## src/rtl/pht_branch_predictor.sv

```systemverilog
// PC-indexed pattern history table of saturating counters, initialised by a walking-index FSM.
// Define PHT_GSHARE_EN to XOR a global history register into the table index.
module pht_branch_predictor #(
  parameter int unsigned ENTRIES = 64,
  parameter int unsigned CTR_W   = 2,
  parameter int unsigned HIST_W  = 6,
  parameter int unsigned PC_W    = 32
) (
  input  logic              clk,
  input  logic              rst,
  input  logic              flush,
  input  logic [PC_W-1:0]   lookup_pc,
  output logic              pred_taken,
  output logic [HIST_W-1:0] pred_hist,
  input  logic              update_valid,
  input  logic [PC_W-1:0]   update_pc,
  input  logic              update_taken,
  input  logic [HIST_W-1:0] update_hist,
  input  logic              update_mispredict,
  output logic              init_busy,
  output logic [31:0]       mispredict_count
);

  localparam int unsigned IDX_W = $clog2(ENTRIES);
  localparam logic [CTR_W-1:0] InitVal = CTR_W'((1 << (CTR_W - 1)) - 1);
  localparam logic [CTR_W-1:0] CtrMax  = {CTR_W{1'b1}};

  typedef enum logic {StInit, StRun} state_e;

  state_e           state_q, state_d;
  logic [IDX_W-1:0] init_idx_q, init_idx_d;
  logic [31:0]      mcount_q, mcount_d;
  logic [CTR_W-1:0] pht_q [ENTRIES];

  logic [IDX_W-1:0] lookup_base, update_base, lookup_idx, update_idx;
  logic             do_update;
  logic             pht_we;
  logic [IDX_W-1:0] pht_waddr;
  logic [CTR_W-1:0] pht_wdata, upd_ctr;
  logic             unused_bits;

  assign lookup_base = lookup_pc[IDX_W+1:2];
  assign update_base = update_pc[IDX_W+1:2];
  assign do_update   = (state_q == StRun) && update_valid;

`ifdef PHT_GSHARE_EN
  logic [HIST_W-1:0] ghr_q, ghr_d;

  always_comb begin
    ghr_d = ghr_q;
    if (do_update) ghr_d = (ghr_q << 1) | HIST_W'(update_taken);
    if (flush)     ghr_d = '0;
  end

  always_ff @(posedge clk or negedge rst) begin
    if (!rst) ghr_q <= '0;
    else      ghr_q <= ghr_d;
  end

  // Both sides see the pre-shift history, so a same-cycle update never skews the lookup.
  assign lookup_idx = lookup_base ^ IDX_W'(ghr_q);
  assign update_idx = update_base ^ IDX_W'(update_hist);
  assign pred_hist  = ghr_q;
`else
  assign lookup_idx = lookup_base;
  assign update_idx = update_base;
  assign pred_hist  = '0;
`endif

  assign unused_bits = ^{lookup_pc, update_pc, update_hist};

  always_comb begin
    state_d    = state_q;
    init_idx_d = init_idx_q;
    case (state_q)
      StInit: begin
        if (flush) begin
          init_idx_d = '0;
        end else begin
          init_idx_d = init_idx_q + IDX_W'(1);
          if (init_idx_q == IDX_W'(ENTRIES - 1)) state_d = StRun;
        end
      end
      StRun: begin
        if (flush) begin
          state_d    = StInit;
          init_idx_d = '0;
        end
      end
      default: state_d = StInit;
    endcase
  end

  always_comb begin
    mcount_d = mcount_q;
    if (do_update && update_mispredict && (mcount_q != 32'hFFFF_FFFF)) begin
      mcount_d = mcount_q + 32'd1;
    end
  end

  always_comb begin
    upd_ctr = pht_q[update_idx];
    if (update_taken) begin
      if (upd_ctr != CtrMax) upd_ctr = upd_ctr + CTR_W'(1);
    end else begin
      if (upd_ctr != '0) upd_ctr = upd_ctr - CTR_W'(1);
    end
  end

  always_comb begin
    pht_we    = 1'b0;
    pht_waddr = update_idx;
    pht_wdata = upd_ctr;
    if (state_q == StInit) begin
      pht_we    = 1'b1;
      pht_waddr = init_idx_q;
      pht_wdata = InitVal;
    end else if (do_update) begin
      pht_we = 1'b1;
    end
  end

  always_ff @(posedge clk or negedge rst) begin
    if (!rst) begin
      state_q    <= StInit;
      init_idx_q <= '0;
      mcount_q   <= '0;
    end else begin
      state_q    <= state_d;
      init_idx_q <= init_idx_d;
      mcount_q   <= mcount_d;
    end
  end

  // Table storage is not reset; the INIT walk defines every entry before use.
  always_ff @(posedge clk) begin
    if (pht_we) pht_q[pht_waddr] <= pht_wdata;
  end

  assign pred_taken       = (state_q == StRun) && pht_q[lookup_idx][CTR_W-1];
  assign init_busy        = (state_q == StInit);
  assign mispredict_count = mcount_q;

endmodule

```

## config.mk

```make
export PLATFORM = sky130hd
export DESIGN_NAME = pht_branch_predictor
export DESIGN_NICKNAME = d
export VERILOG_FILES = /design/src/rtl/pht_branch_predictor.sv
export SDC_FILE = /design/constraint.sdc
export NUM_CORES = 1
export LEC_CHECK = 0
export BUFFER_PORTS_ARGS = -buffer_cell sky130_fd_sc_hd__buf_2
export CAP_MARGIN = 20
export CORE_AREA = 8 8 140 142
export CTS_BUF_LIST = sky130_fd_sc_hd__clkbuf_2 sky130_fd_sc_hd__clkbuf_4 sky130_fd_sc_hd__clkbuf_8
export DETAILED_ROUTE_END_ITERATION = 8
export DIE_AREA = 0 0 148 150
export PLACE_DENSITY = 0.76
export SYNTH_ARGS = -nofsm -noshare
export SYNTH_HDL_FRONTEND = slang
export SYNTH_SLANG_ARGS = --single-unit
```

## constraint.sdc

```tcl
create_clock -name clk -period 13.6 [get_ports clk]
set_input_delay 0.68 -clock clk [delete_from_list [all_inputs] [get_ports clk]]
set_output_delay 0.68 -clock clk [all_outputs]
set_load 0.005 [all_outputs]
```

Word-level counts from Yosys, hierarchy flattened
Memory sizes are Yosys's and may differ from the RTL's.
Index checks and enable logic that the tools add are counted.
{"block": "totals", "regBits": 39, "ram_bits": 128, "out_inout_bits": 40, "word_cells": 34, "mem_count": 1}
{"block": "classes", "add_sub_neg": 4, "eq_ne": 4, "muxes": 16, "bitwise": 1, "n_reduce_logical": 5}
{"memory": "pht_q", "depth": 64, "width": 2, "rd": 2, "rd_clocked_by_memory_dff": 0, "wr": 1, "line": "33", "text": "logic [CTR_W-1:0] pht_q [ENTRIES];"}
{"cell": "$add 32x1->32 const B", "n": 1}
{"cell": "$ne 32x32->1 const B", "n": 1}
{"cell": "$mux 6", "n": 3}
{"cell": "$pmux 6 s2", "n": 1}
{"cell": "$mux 2", "n": 4}
{"cell": "$mux 1", "n": 7}
{"cell": "$add 6x1->6 const B", "n": 1}
{"cell": "$eq 6x6->1 const B", "n": 1}
{"cell": "$logic_and 1x1->1", "n": 4}
{"cell": "$ne 2x2->1 const B", "n": 2}
{"cell": "$add 2x1->2 const B", "n": 1}
{"cell": "$pmux 1 s2", "n": 1}
{"cell": "$reduce_bool 2->1", "n": 1}
{"cell": "$sub 2x1->2 const B", "n": 1}
{"cell": "$not 1->1", "n": 1}

Depth between registers and ports, before layout
{"block": "depth", "ltp_word": 5, "mapped_depth": 9, "depth_no_buf": 6}

Worst setup path after synthesis
OpenSTA, ideal clock, no wires.
{"block": "synth_path", "path_type": "input-to-reg", "startpoint": "input update_pc[3]", "endpoint": "memory pht_q[0][0] (data pin)", "arrival_time_ns": 4.767, "required_ns": 12.898, "slack_ns": 8.132, "cell_stages": 8, "path_buffers": 2, "cell_sequence": "buf_2 buf_2 mux4_2 a22oi_1 nand3_1 a22oi_1 a32oi_1 o21ai_0"}
{"block": "synth_between", "elab_chain_cells": 5}
{"element": "start: declaration", "line": "16", "text": "input logic [PC_W-1:0] update_pc,"}
{"element": "$mem_v2 64x2 (*)"}
{"element": "$sub 2x1->2 (tied with other cells)", "line": "106", "text": "if (upd_ctr != '0) upd_ctr = upd_ctr - CTR_W'(1);"}
{"element": "$mux 2 (on tied branches)", "line": "106, 104"}
{"element": "$mux 2 (*)", "line": "103", "text": "if (update_taken) begin"}
{"element": "$mux 2 (*)", "line": "114", "text": "if (state_q == StInit) begin"}
{"element": "net pht_wdata[0]", "line": "39", "text": "logic [CTR_W-1:0] pht_wdata, upd_ctr;"}
{"element": "end: declaration", "line": "33"}
The timed path passes the listed nets; every way through them passes the cells marked *.

Final worst setup path
{"block": "layout_path", "startpoint": "input update_pc[2]", "endpoint": "memory pht_q[41][1] (data pin)"}
Same word-level chain as after synthesis.

==> results.py <==
metrics = {
    "die": {
        "rows": 49,
        "die_h_um": 150,
        "io_pins": 116,
        "die_x_um": 148,
        "dieArea_um2": 22200,
        "core-area_um2": 17500,
        "start_util_pct": 44.7,
    },
    "synthesis": {
        "synth_cell_types": 49,
        "synth_ff_type": "edfxtp_1",
        "synthTopCellsByArea": "edfxtp_1 (49%), mux4_2 (15%), dfrtp_1 (12%)",
        "synth_seq_cells": 167,
        "yosys_warnings": 0,
        "synth_cells": 543,
        "netlist_area_um2": 7830,
        "yosysTopAreaCell": "edfxtp_1",
        "yosysSeqAreaShare_pct": 61.6,
        "synth-edff-count": 128,
        "syn_area_per_cell_um2": 14.4,
        "yosysTopAreaCellShare_pct": 49.1,
        "synth-async-reset-ratio_pct": 23.4,
    },
    "place": {
        "port_buffers": 51,
        "gp_congestion": 0.914,
        "dp_cells": 799,
        "hpwl_mm": 11.5,
    },
    "critical_path": {
        "arrival_ps": 3970,
        "timing.rr.start": "pht_q[62][0]",
        "crit_family": "compound AO/OA/AOI/OAI gates",
        "path_class": "input pin to flip-flop",
        "path_cells": "buf_2, mux4_2, mux2_2, o221a_2, and2_1, o311ai_0, a21oi_4, buf_4",
        "cp_max_fo": 33,
        "start_kind": "input pin",
        "cp_data_required_time_ps": 13760,
        "cp_slowest_cell": "o311ai_0",
        "cp_num_buf_inv": 2,
        "cp_slowest_stage_delay_ps": 640,
        "worstSetupEndpointType": "flip-flop",
        "cp-startpoint": "update_pc[2]",
    },
    "routing": {
        "drt_iter0_markers": 540,
        "wl_per_cell_um": 21.1,
        "wirelength_mm": 17.6,
        "drc_errors": 0,
        "antenna_left": 0,
        "dr.pass1.iters": 5,
        "drt-vias-per-instance": 5.86,
        "via_count": 4877,
    },
    "sta": {
        "finalSetupViolCount": 0,
        "slew_viol_final": 0,
        "layout_min_cycle_time_ps": 3820,
        "fin_hold_ws_ps": 333,
        "rsz0062_at_grt": "no",
        "max_freq_mhz": 262,
        "skew_ps": 17.9,
        "fin_tns_setup_ps": 0,
        "tightest_slew_ps": 1010,
        "hold_viol_final": 0,
        "period_share_pct": 28.1,
        "slew_headroom_pct": 32.5,
    },
    "clock_tree": {
        "cts_buffers": 17,
        "htreeDepth": 4,
        "clockBufferDepth": 2,
        "cts_hold_buf": 0,
        "post_cts_buffers": 0,
        "clock-root-buffer": "clkbuf_8",
        "cts_resized": 0,
        "clock_latency_ps": 440,
        "path_clk_slew_ps": 90,
        "cts_tree": "built",
        "cts.sinks": 167,
    },
    "final_layout": {
        "nFillCells": 1465,
        "syn_to_final_growth_pct": 11.6,
        "drive_above_1_share_pct": 24.7,
        "diodes": 0,
        "nets": 668,
        "instances_no_fill": 832,
    },
    "power": {
        "leakage_nw": 3.21,
        "switching_power_w": 0.000227,
        "p_comb_share_pct": 6.3,
        "clkPwrFrac_pct": 39.3,
        "power_density_nw_per_um2": 115,
        "p_int_w": 0.000779,
        "swShare_pct": 22.5,
        "ir_drop_v": 0.0000666,
        "seqPwrFrac_pct": 54.4,
    },
    "global_routing": {
        "grt_overflow": 0,
        "grt_pass1_vias": 4962,
        "grt_usage_pct": 16.3,
        "antenna_found_initial": 0,
        "grt_pass1_wl_mm": 27.6,
        "grt_max_degree": 49,
    },
    "min_path": {
        "min_path_type": "input pin to async pin",
    },
    "run_status": {
        "status": "completed",
    },
    "flow_run": {
        "max_cap_violations": 0,
    },
}
through the flow:
stage	area (um^2)	setup WS, ps	util (%)	power (W)
2_1_floorplan	7850	8130	-	0.000602
3_3_place_gp	8270	9310	47.2	0.000619
3_5_place_dp	8270	9150	47.2	0.000621
4_1_cts	8720	9610	49.7	0.00101
5_1_grt	8740	9490	49.8	0.00104
6_report	8740	9780	49.8	0.00101
metal layers:
metal  GRT usage, %  up-vias  part of all wire (%)
met5              0        -                     0
met4           6.78        0                   2.9
met3           3.60       37                   6.8
met2           28.1      195                    52
met1           19.6     2497                    38
li1               -     2148                     -
path summary, 6_finish.rpt:
| check | depth (start not counted) | to | slack (ps) |
|---|---|---|---|
| max | 8 | pht_q[41][1] | 9780 |
| min | 1 | mispredict_count[8] | 330 |
| max reg2reg | 7 | pht_q[41][1] | 10380 |
| min reg2reg | 1 | mispredict_count[19] | 490 |
| max in group asynchronous | 1 | init_idx_q[2] | 12720 |
| min in group clk | 2 | init_idx_q[5] | 480 |
layout by cell type (no fill, tap or decap), types with 3 or more instances in the layout:
cell       count
inv_1          4
nand2b_1       3
nor2b_1        7
and2_1         5
and3_1         6
and4_1         5
nor2_1        90
a21oi_1        8
buf_2         51
inv_6          9
xor2_1        13
edfxtp_1     128
nand3_1       23
dfrtp_1       39
clkbuf_8      17
a22oi_1        6
mux2_2         4
bufinv_16      4
nor3_1         4
o21ai_0        4
xnor2_1       21
conb_1         6
nand4_1        8
mux4_2        52
mux2i_1       13
nand2_1       39
flip-flops by register name, summed over array words and instances (netlist names):
signal,flops
init_idx_q,6
mispredict_count,32
pht_q,128
state_q,1
final cells by class:
cell class                      instances  area, um^2  share of cell area (%)
Tap cell                              229         287                    3.28
Clock inverter                         14         206                    2.36
Sequential cell                       167        4820                    55.2
Multi-Input combinational cell        346        2880                    32.9
Inverter                                4        15.0                   0.172
Clock buffer                           18         241                    2.76
Timing Repair Buffer                   54         290                    3.32
synthesized netlist by cell type (6+ instances only):
cell type / count
a21oi_1: 9
a22oi_1: 6
and3_1: 6
buf_2: 7
buf_4: 7
clkbuf_1: 11
dfrtp_1: 39
edfxtp_1: 128
mux2i_1: 13
mux4_2: 52
nand2_1: 39
nand3_1: 23
nand4_1: 8
nor2_1: 90
nor2b_1: 7
xnor2_1: 21
xor2_1: 13
cells by family (layout without fill, tap and decap cells):
group,after synthesis,in the layout,share of synthesized area (%)
simple gates,196,196,11.3
flops,167,167,61.6
mux,69,69,17.2
compound gates,39,39,3.53
buf+inv,35,90,2.22
xor+xnor,34,34,3.80
fa+ha+maj,2,2,0.320
other cells,1,6,0.0479
power groups by stage:
stage	combinational [W]	clock, W	sequential (W)
2_1_floorplan	0.0000444	0	0.000558
3_3_place_gp	0.0000602	0	0.000559
3_5_place_dp	0.0000619	0	0.000559
4_1_cts	0.0000623	0.000401	0.000548
5_1_grt	0.0000676	0.000420	0.000548
6_report	0.0000631	0.000395	0.000548
No activity file was read; power rests on OpenSTA's default activity.
